### src/rtl/pipe_seq_pkg.sv
// Shared types, widths and the occupancy tolerance helper for the pipeline restart sequencer.
package pipe_seq_pkg;

  typedef enum logic [1:0] {
    IDLE   = 2'd0,
    PULSE  = 2'd1,
    SETTLE = 2'd2,
    GAP    = 2'd3
  } seq_state_e;

  localparam int OCC_W  = 10;
  localparam int PD_W   = 9;
  localparam int SEG_W  = 4;
  localparam int CNT_W  = 16;
  localparam int ECNT_W = 8;

  // |occ - pd| <= tol, evaluated as an 11-bit signed difference.
  function automatic logic within_tol(input logic [OCC_W-1:0] occ,
                                      input logic [PD_W-1:0]  pd,
                                      input logic [OCC_W:0]   tol);
    logic signed [OCC_W:0] diff;
    logic [OCC_W:0]        mag;
    diff = $signed({1'b0, occ}) - $signed({2'b00, pd});
    mag  = diff[OCC_W] ? $unsigned(-diff) : $unsigned(diff);
    return (mag <= tol);
  endfunction

endpackage

### src/rtl/pipe_restart_seq_rr_arbiter.sv
// Combinational round-robin picker: lowest set request at or after the pointer, wrapping.
module rr_arbiter #(
  parameter int N  = 12,
  parameter int IW = 4
) (
  input  logic [N-1:0]  i_pend,
  input  logic [IW-1:0] i_ptr,
  output logic [N-1:0]  o_grant,
  output logic [IW-1:0] o_idx,
  output logic          o_valid
);

  logic [IW:0]   w_sum;
  logic [IW-1:0] w_pos;

  always_comb begin
    o_grant = '0;
    o_idx   = '0;
    o_valid = 1'b0;
    w_sum   = '0;
    w_pos   = '0;
    for (int k = 0; k < N; k++) begin
      w_sum = {1'b0, i_ptr} + (IW+1)'(k);
      if (w_sum >= (IW+1)'(N)) begin
        w_sum = w_sum - (IW+1)'(N);
      end
      w_pos = w_sum[IW-1:0];
      if (!o_valid && i_pend[w_pos]) begin
        o_valid        = 1'b1;
        o_idx          = w_pos;
        o_grant[w_pos] = 1'b1;
      end
    end
  end

endmodule

### src/rtl/pipe_restart_seq.sv
// Pipeline restart sequencer: collects restart requests, pulses one segment at a time
// round-robin, waits for refill to the programmed depth and records segments that time out.
module pipe_restart_seq
  import pipe_seq_pkg::*;
#(
  parameter int NSEG    = 12,
  parameter int PLS_LEN = 4,
  parameter int GAP_LEN = 8,
  parameter int TMO     = 1024,
  parameter int TOL     = 2
) (
  input  logic                    i_clk,
  input  logic                    i_rst_b,
  input  logic                    i_req_all,
  input  logic [NSEG-1:0]         i_req_seg,
  input  logic                    i_auto_en,
  input  logic                    i_clr_err,
  input  logic [PD_W-1:0]         i_pdepth,
  input  logic [NSEG*OCC_W-1:0]   i_occ,
  output logic [NSEG-1:0]         o_restartps,
  output logic                    o_busy,
  output logic [SEG_W-1:0]        o_cur_seg,
  output logic [NSEG-1:0]         o_err_seg,
  output logic [ECNT_W-1:0]       o_err_cnt
);

  localparam logic [OCC_W:0]     TOL_V   = (OCC_W+1)'(TOL);
  localparam logic [CNT_W-1:0]   PLS_LD  = CNT_W'(PLS_LEN - 1);
  localparam logic [CNT_W-1:0]   TMO_LD  = CNT_W'(TMO - 1);
  localparam logic [CNT_W-1:0]   GAP_LD  = CNT_W'(GAP_LEN - 1);
  localparam logic [SEG_W-1:0]   SEG_MAX = SEG_W'(NSEG - 1);

  seq_state_e          r_state, w_state_next;
  logic [NSEG-1:0]     r_pend, w_pend_next;
  logic [SEG_W-1:0]    r_rr_ptr, w_rr_next;
  logic [SEG_W-1:0]    r_cur_seg, w_cur_next;
  logic [SEG_W-1:0]    r_scan_ptr, w_scan_next;
  logic [CNT_W-1:0]    r_cnt, w_cnt_next;
  logic [PD_W-1:0]     r_pd_lat;
  logic [NSEG-1:0]     r_restartps;
  logic [NSEG-1:0]     r_err_seg, w_err_seg_next;
  logic [ECNT_W-1:0]   r_err_cnt, w_err_cnt_next;

  logic [OCC_W-1:0]    w_occ_arr [NSEG];
  logic [NSEG-1:0]     w_cur_onehot;
  logic [NSEG-1:0]     w_scan_onehot;
  logic [NSEG-1:0]     w_grant;
  logic [NSEG-1:0]     w_auto_hit;
  logic [SEG_W-1:0]    w_grant_idx;
  logic                w_grant_vld;
  logic                w_grant_take;
  logic                w_settled;
  logic                w_scan_healthy;
  logic                w_mon_active;
  logic                w_timeout;

  genvar gi;
  generate
    for (gi = 0; gi < NSEG; gi++) begin : g_seg
      assign w_occ_arr[gi]     = i_occ[gi*OCC_W +: OCC_W];
      assign w_cur_onehot[gi]  = (r_cur_seg  == SEG_W'(gi));
      assign w_scan_onehot[gi] = (r_scan_ptr == SEG_W'(gi));
    end
  endgenerate

  rr_arbiter #(
    .N  (NSEG),
    .IW (SEG_W)
  ) u_arb (
    .i_pend  (r_pend),
    .i_ptr   (r_rr_ptr),
    .o_grant (w_grant),
    .o_idx   (w_grant_idx),
    .o_valid (w_grant_vld)
  );

  // Settling compares against the depth captured at grant time; the monitor uses the live depth.
  assign w_settled      = within_tol(w_occ_arr[r_cur_seg],  r_pd_lat, TOL_V);
  assign w_scan_healthy = within_tol(w_occ_arr[r_scan_ptr], i_pdepth, TOL_V);
  assign w_mon_active   = i_auto_en && (r_state == IDLE) && (r_pend == '0);
  assign w_auto_hit     = (w_mon_active && !w_scan_healthy) ? w_scan_onehot : '0;
  assign w_scan_next    = !w_mon_active         ? r_scan_ptr :
                          (r_scan_ptr == SEG_MAX) ? '0 : r_scan_ptr + SEG_W'(1);

  always_comb begin
    w_state_next = r_state;
    w_cnt_next   = r_cnt;
    w_cur_next   = r_cur_seg;
    w_rr_next    = r_rr_ptr;
    w_grant_take = 1'b0;
    w_timeout    = 1'b0;
    unique case (r_state)
      IDLE: begin
        if (w_grant_vld) begin
          w_grant_take = 1'b1;
          w_cur_next   = w_grant_idx;
          w_rr_next    = (w_grant_idx == SEG_MAX) ? '0 : w_grant_idx + SEG_W'(1);
          w_cnt_next   = PLS_LD;
          w_state_next = PULSE;
        end
      end
      PULSE: begin
        if (r_cnt == '0) begin
          w_cnt_next   = TMO_LD;
          w_state_next = SETTLE;
        end else begin
          w_cnt_next = r_cnt - CNT_W'(1);
        end
      end
      SETTLE: begin
        if (w_settled) begin
          w_cnt_next   = GAP_LD;
          w_state_next = GAP;
        end else if (r_cnt == '0) begin
          w_timeout    = 1'b1;
          w_cnt_next   = GAP_LD;
          w_state_next = GAP;
        end else begin
          w_cnt_next = r_cnt - CNT_W'(1);
        end
      end
      GAP: begin
        if (r_cnt == '0) begin
          w_state_next = IDLE;
        end else begin
          w_cnt_next = r_cnt - CNT_W'(1);
        end
      end
      default: w_state_next = IDLE;
    endcase
  end

  // Clearing the granted bit first lets a same-cycle request for that segment re-arm it.
  assign w_pend_next = (r_pend & ~(w_grant_take ? w_grant : '0))
                     | i_req_seg | {NSEG{i_req_all}} | w_auto_hit;

  always_comb begin
    w_err_seg_next = r_err_seg;
    w_err_cnt_next = r_err_cnt;
    if (w_timeout) begin
      if (i_clr_err) begin
        w_err_seg_next = w_cur_onehot;
        w_err_cnt_next = ECNT_W'(1);
      end else begin
        w_err_seg_next = r_err_seg | w_cur_onehot;
        if (r_err_cnt != '1) begin
          w_err_cnt_next = r_err_cnt + ECNT_W'(1);
        end
      end
    end else if (i_clr_err) begin
      w_err_seg_next = '0;
      w_err_cnt_next = '0;
    end
  end

  always_ff @(posedge i_clk or negedge i_rst_b) begin
    if (!i_rst_b) begin
      r_state     <= IDLE;
      r_pend      <= '0;
      r_rr_ptr    <= '0;
      r_cur_seg   <= '0;
      r_scan_ptr  <= '0;
      r_cnt       <= '0;
      r_pd_lat    <= '0;
      r_restartps <= '0;
      r_err_seg   <= '0;
      r_err_cnt   <= '0;
    end else begin
      r_state     <= w_state_next;
      r_pend      <= w_pend_next;
      r_rr_ptr    <= w_rr_next;
      r_cur_seg   <= w_cur_next;
      r_scan_ptr  <= w_scan_next;
      r_cnt       <= w_cnt_next;
      r_restartps <= (r_state == PULSE) ? w_cur_onehot : '0;
      r_err_seg   <= w_err_seg_next;
      r_err_cnt   <= w_err_cnt_next;
      if ((r_state == PULSE) && (r_cnt == PLS_LD)) begin
        r_pd_lat <= i_pdepth;
      end
    end
  end

  assign o_restartps = r_restartps;
  assign o_busy      = (r_state != IDLE) || (r_pend != '0);
  assign o_cur_seg   = r_cur_seg;
  assign o_err_seg   = r_err_seg;
  assign o_err_cnt   = r_err_cnt;

endmodule

### config.mk
export PLATFORM = sky130hd
export DESIGN_NAME = pipe_restart_seq
export DESIGN_NICKNAME = d
export VERILOG_FILES = /design/src/rtl/pipe_seq_pkg.sv /design/src/rtl/pipe_restart_seq_rr_arbiter.sv /design/src/rtl/pipe_restart_seq.sv
export SDC_FILE = /design/constraint.sdc
export NUM_CORES = 1
export LEC_CHECK = 0
export BUFFER_PORTS_ARGS = -buffer_cell sky130_fd_sc_hd__buf_2
export CORE_UTILIZATION = 51
export CTS_BUF_LIST = sky130_fd_sc_hd__clkbuf_16
export CTS_CLUSTER_SIZE = 20
export DETAILED_ROUTE_END_ITERATION = 7
export GPL_ROUTABILITY_DRIVEN = 0
export PLACE_DENSITY = 0.84
export REMOVE_ABC_BUFFERS = 1
export SLEW_MARGIN = 0
export SYNTH_ARGS = -nofsm -noshare
export SYNTH_HDL_FRONTEND = slang
export SYNTH_HIERARCHICAL = 1
export SYNTH_SLANG_ARGS = --single-unit
### constraint.sdc
create_clock -name i_clk -period 8.2 [get_ports i_clk]
set_input_delay 1.64 -clock i_clk [delete_from_list [all_inputs] [get_ports i_clk]]
set_output_delay 1.64 -clock i_clk [all_outputs]
set_load 0.05 [all_outputs]
==> out/metrics.cfg <==
[status]
outcome = completed

[placed_design]
place_inst = 1584
hpwlAfterDp_um = 25600
port_buffers = 182
place_ws_ps = 1730

[floorplanning]
core-area_um2 = 20200
rows = 52
dieArea_um2 = 21100
die_h_um = 145
ios = 183
initial_core_util_pct = 51.9
die_x_um = 145

[synthesis]
synth_common_cells = nand2_1, dfrtp_1, o21ai_0, mux4_2, nor2_1
yosysTopAreaCellShare_pct = 19.8
synth.avg_cell_area_um2 = 8.79
seq_area_frac_synth_pct = 19.8
synth_ff_type = dfrtp_1
yosysTopAreaCell = dfrtp_1
synth-seq-cells = 83
yosys_warnings = 6
synth_area_leaders = dfrtp_1, mux4_2, ha_1, nand2_1, o21ai_0
yosysMostFrequentCell = nand2_1
synth_cells = 1192
synthArstFlopShare_pct = 100
synth-edff-count = 0
syn-cell-area_um2 = 10500
ys_types = 103

[min_path]
min_path_type = flop to flop

[route]
routed_wl_um = 33100
ant_nets = 0
wl_per_cell_um = 20.7
vias_per_cell = 6.83
firstDrtPassIters = 7
drt-initial-drc-count = 1048
num_vias = 10900
drc = 0

[cells_and_area]
layout.cells.non_filler = 1602
fillers = 1783
syn_to_final_growth_pct = 12.6
drive_above_1_share_pct = 25.3
nets = 1529

[sta]
maxSlewHeadroom_pct = 23.5
final_hold_viol_count = 0
setup_slack_ps = 1610
post-route-period-util_pct = 80.4
fin_skew_ps = 13.8
totalNegativeSetupSlack_ps = 0
period_needed_ps = 6590
fmax_mhz = 152
holdWs_ps = 482
slew_violations = 0
rsz0062_at_grt = false
tightestPinTransition_ps = 1140
setup_viol = 0

[worst_setup_path]
cp_data_arrival_time_ps = 6830
critical_path_class = flop to flop
required_ps = 8440
cpLargestDelayFamily = simple AND/OR/NAND/NOR gates
path_buf_inv = 2
crit_path_start_kind = flop
crit_path_top_delay_cell = xor2_1
crit_path_end_kind = flop
critPathMaxFanout = 23
path_cells = buf_4 -> ha_1 -> xor2_1 -> inv_2 -> ha_1 -> o21a_1 -> or2_2 -> o2111ai_1 -> o221a_2 -> o2111ai_1 -> or4_1 -> nor2_1 -> nand2_1 -> nor2b_1 -> a21o_1 -> or3_1 -> a221oi_1 -> a21o_1
critPathMaxStageDelay_ps = 840

[clock_tree]
hold_buffers = 0
htreeDepth = 3
ctsResizeCount = 0
clk_pin_slew_worst_paths_ps = 70
cts_buffers = 9
cts_tree = yes
insertion_delay_ps = 350
clockBufferDepth = 2
cts_setup_buffers = 0
root_buffer = clkbuf_16
cts_sinks = 83

[pwr]
p_leak_nw = 4.96
ir_worst_vdd_v = 0.0000920
finalPower_mw = 1.06
p_per_area_nw_per_um2 = 89.6

[global_routing]
grt_pass1_wl_um = 52800
overflow = 0
grt_pass1_vias = 10500
grt_max_degree = 59
grtUsageTotal_pct = 31.1
antenna_found_initial = 1

[run]
drv_cap = 0

worst min-delay path, stage by stage (launching register included):
cell	delay [ps]
dfrtp_1	340
nand2_1	40
o21ai_0	60
cell families (layout without fill, tap and decap cells):
logic type               Yosys count  in the layout  share of synthesized area [%]
multiplexers                     110            110                           19.1
AND/OR/NAND/NOR                  419            419                           21.0
buffers and inverters            139            277                           5.41
flip-flops                        83             83                           19.8
XOR/XNOR                          22             22                           1.84
other                              0              2                              0
adder cells (fa/ha/maj)           58             58                           7.07
AO/OA/AOI/OAI                    361            361                           25.8
metrics by stage:
stage	utilization, %	area [um2]
finish	58.5	11800
global route	58.5	11800
CTS	58.4	11800
detailed placement	57.0	11500
global placement	57.0	11500
floorplan	-	10200
state kept, by name (all words and copies together) (netlist names):
register     flops
r_rr_ptr         4
r_state          2
r_pd_lat         9
r_cnt           16
r_pend          12
o_cur_seg        4
o_restartps     12
o_err_cnt        8
r_scan_ptr       4
o_err_seg       12
layout by cell type (no fill, tap or decap), types with 29 or more instances in the layout:
| master | synthesis | layout |
|---|---|---|
| a21oi_1 | 48 | 48 |
| nor2_1 | 68 | 68 |
| inv_1 | 66 | 66 |
| mux4_2 | 69 | 69 |
| buf_2 | 15 | 181 |
| nand3_1 | 29 | 29 |
| dfrtp_1 | 83 | 81 |
| ha_1 | 56 | 56 |
| o21ai_0 | 74 | 74 |
| nand2_1 | 129 | 129 |
cell type report:
cell class | instances | area (um2) | share of cell area, %
flip-flops and latches | 83 | 2080 | 17.6
inverters | 67 | 251 | 2.13
repair buffers | 194 | 1000 | 8.51
multi-input cells | 970 | 7830 | 66.4
clock buffers | 9 | 225 | 1.91
diodes | 2 | 5.00 | 0.0424
clock inverters | 7 | 58.8 | 0.499
well taps | 270 | 338 | 2.86
report_power, final:
group	total (mW)	switching [mW]	leakage, nW	internal (mW)
Clock	0.398	0.188	0.138	0.210
Combinational	0.249	0.135	3.83	0.114
Sequential	0.410	0.000260	0.990	0.410
Total	1.06	0.323	4.96	0.734
routing by layer:
layer | track usage [%] | routed length [um]
met1 | 36.4 | 12100
met2 | 52.7 | 15900
met3 | 5.03 | 2780
met4 | 20.7 | 2320
met5 | 0 | 0
worst paths after layout:
kind | cells after the start | start | end | slack [ps]
max in group asynchronous | 2 | i_rst_b | r_scan_ptr[0] | 5910
min in group asynchronous | 1 | i_rst_b | o_err_cnt[0] | 1190
worst max-delay path | 18 | r_rr_ptr[1] | r_cnt[6] | 1610
worst min-delay path | 2 | r_pd_lat[6] | r_pd_lat[6] | 480
worst min register to register | 2 | r_pd_lat[6] | r_pd_lat[6] | 480
worst max register to register | 18 | r_rr_ptr[1] | r_cnt[6] | 1610
Note: power is estimated with default switching activity, not from simulation.
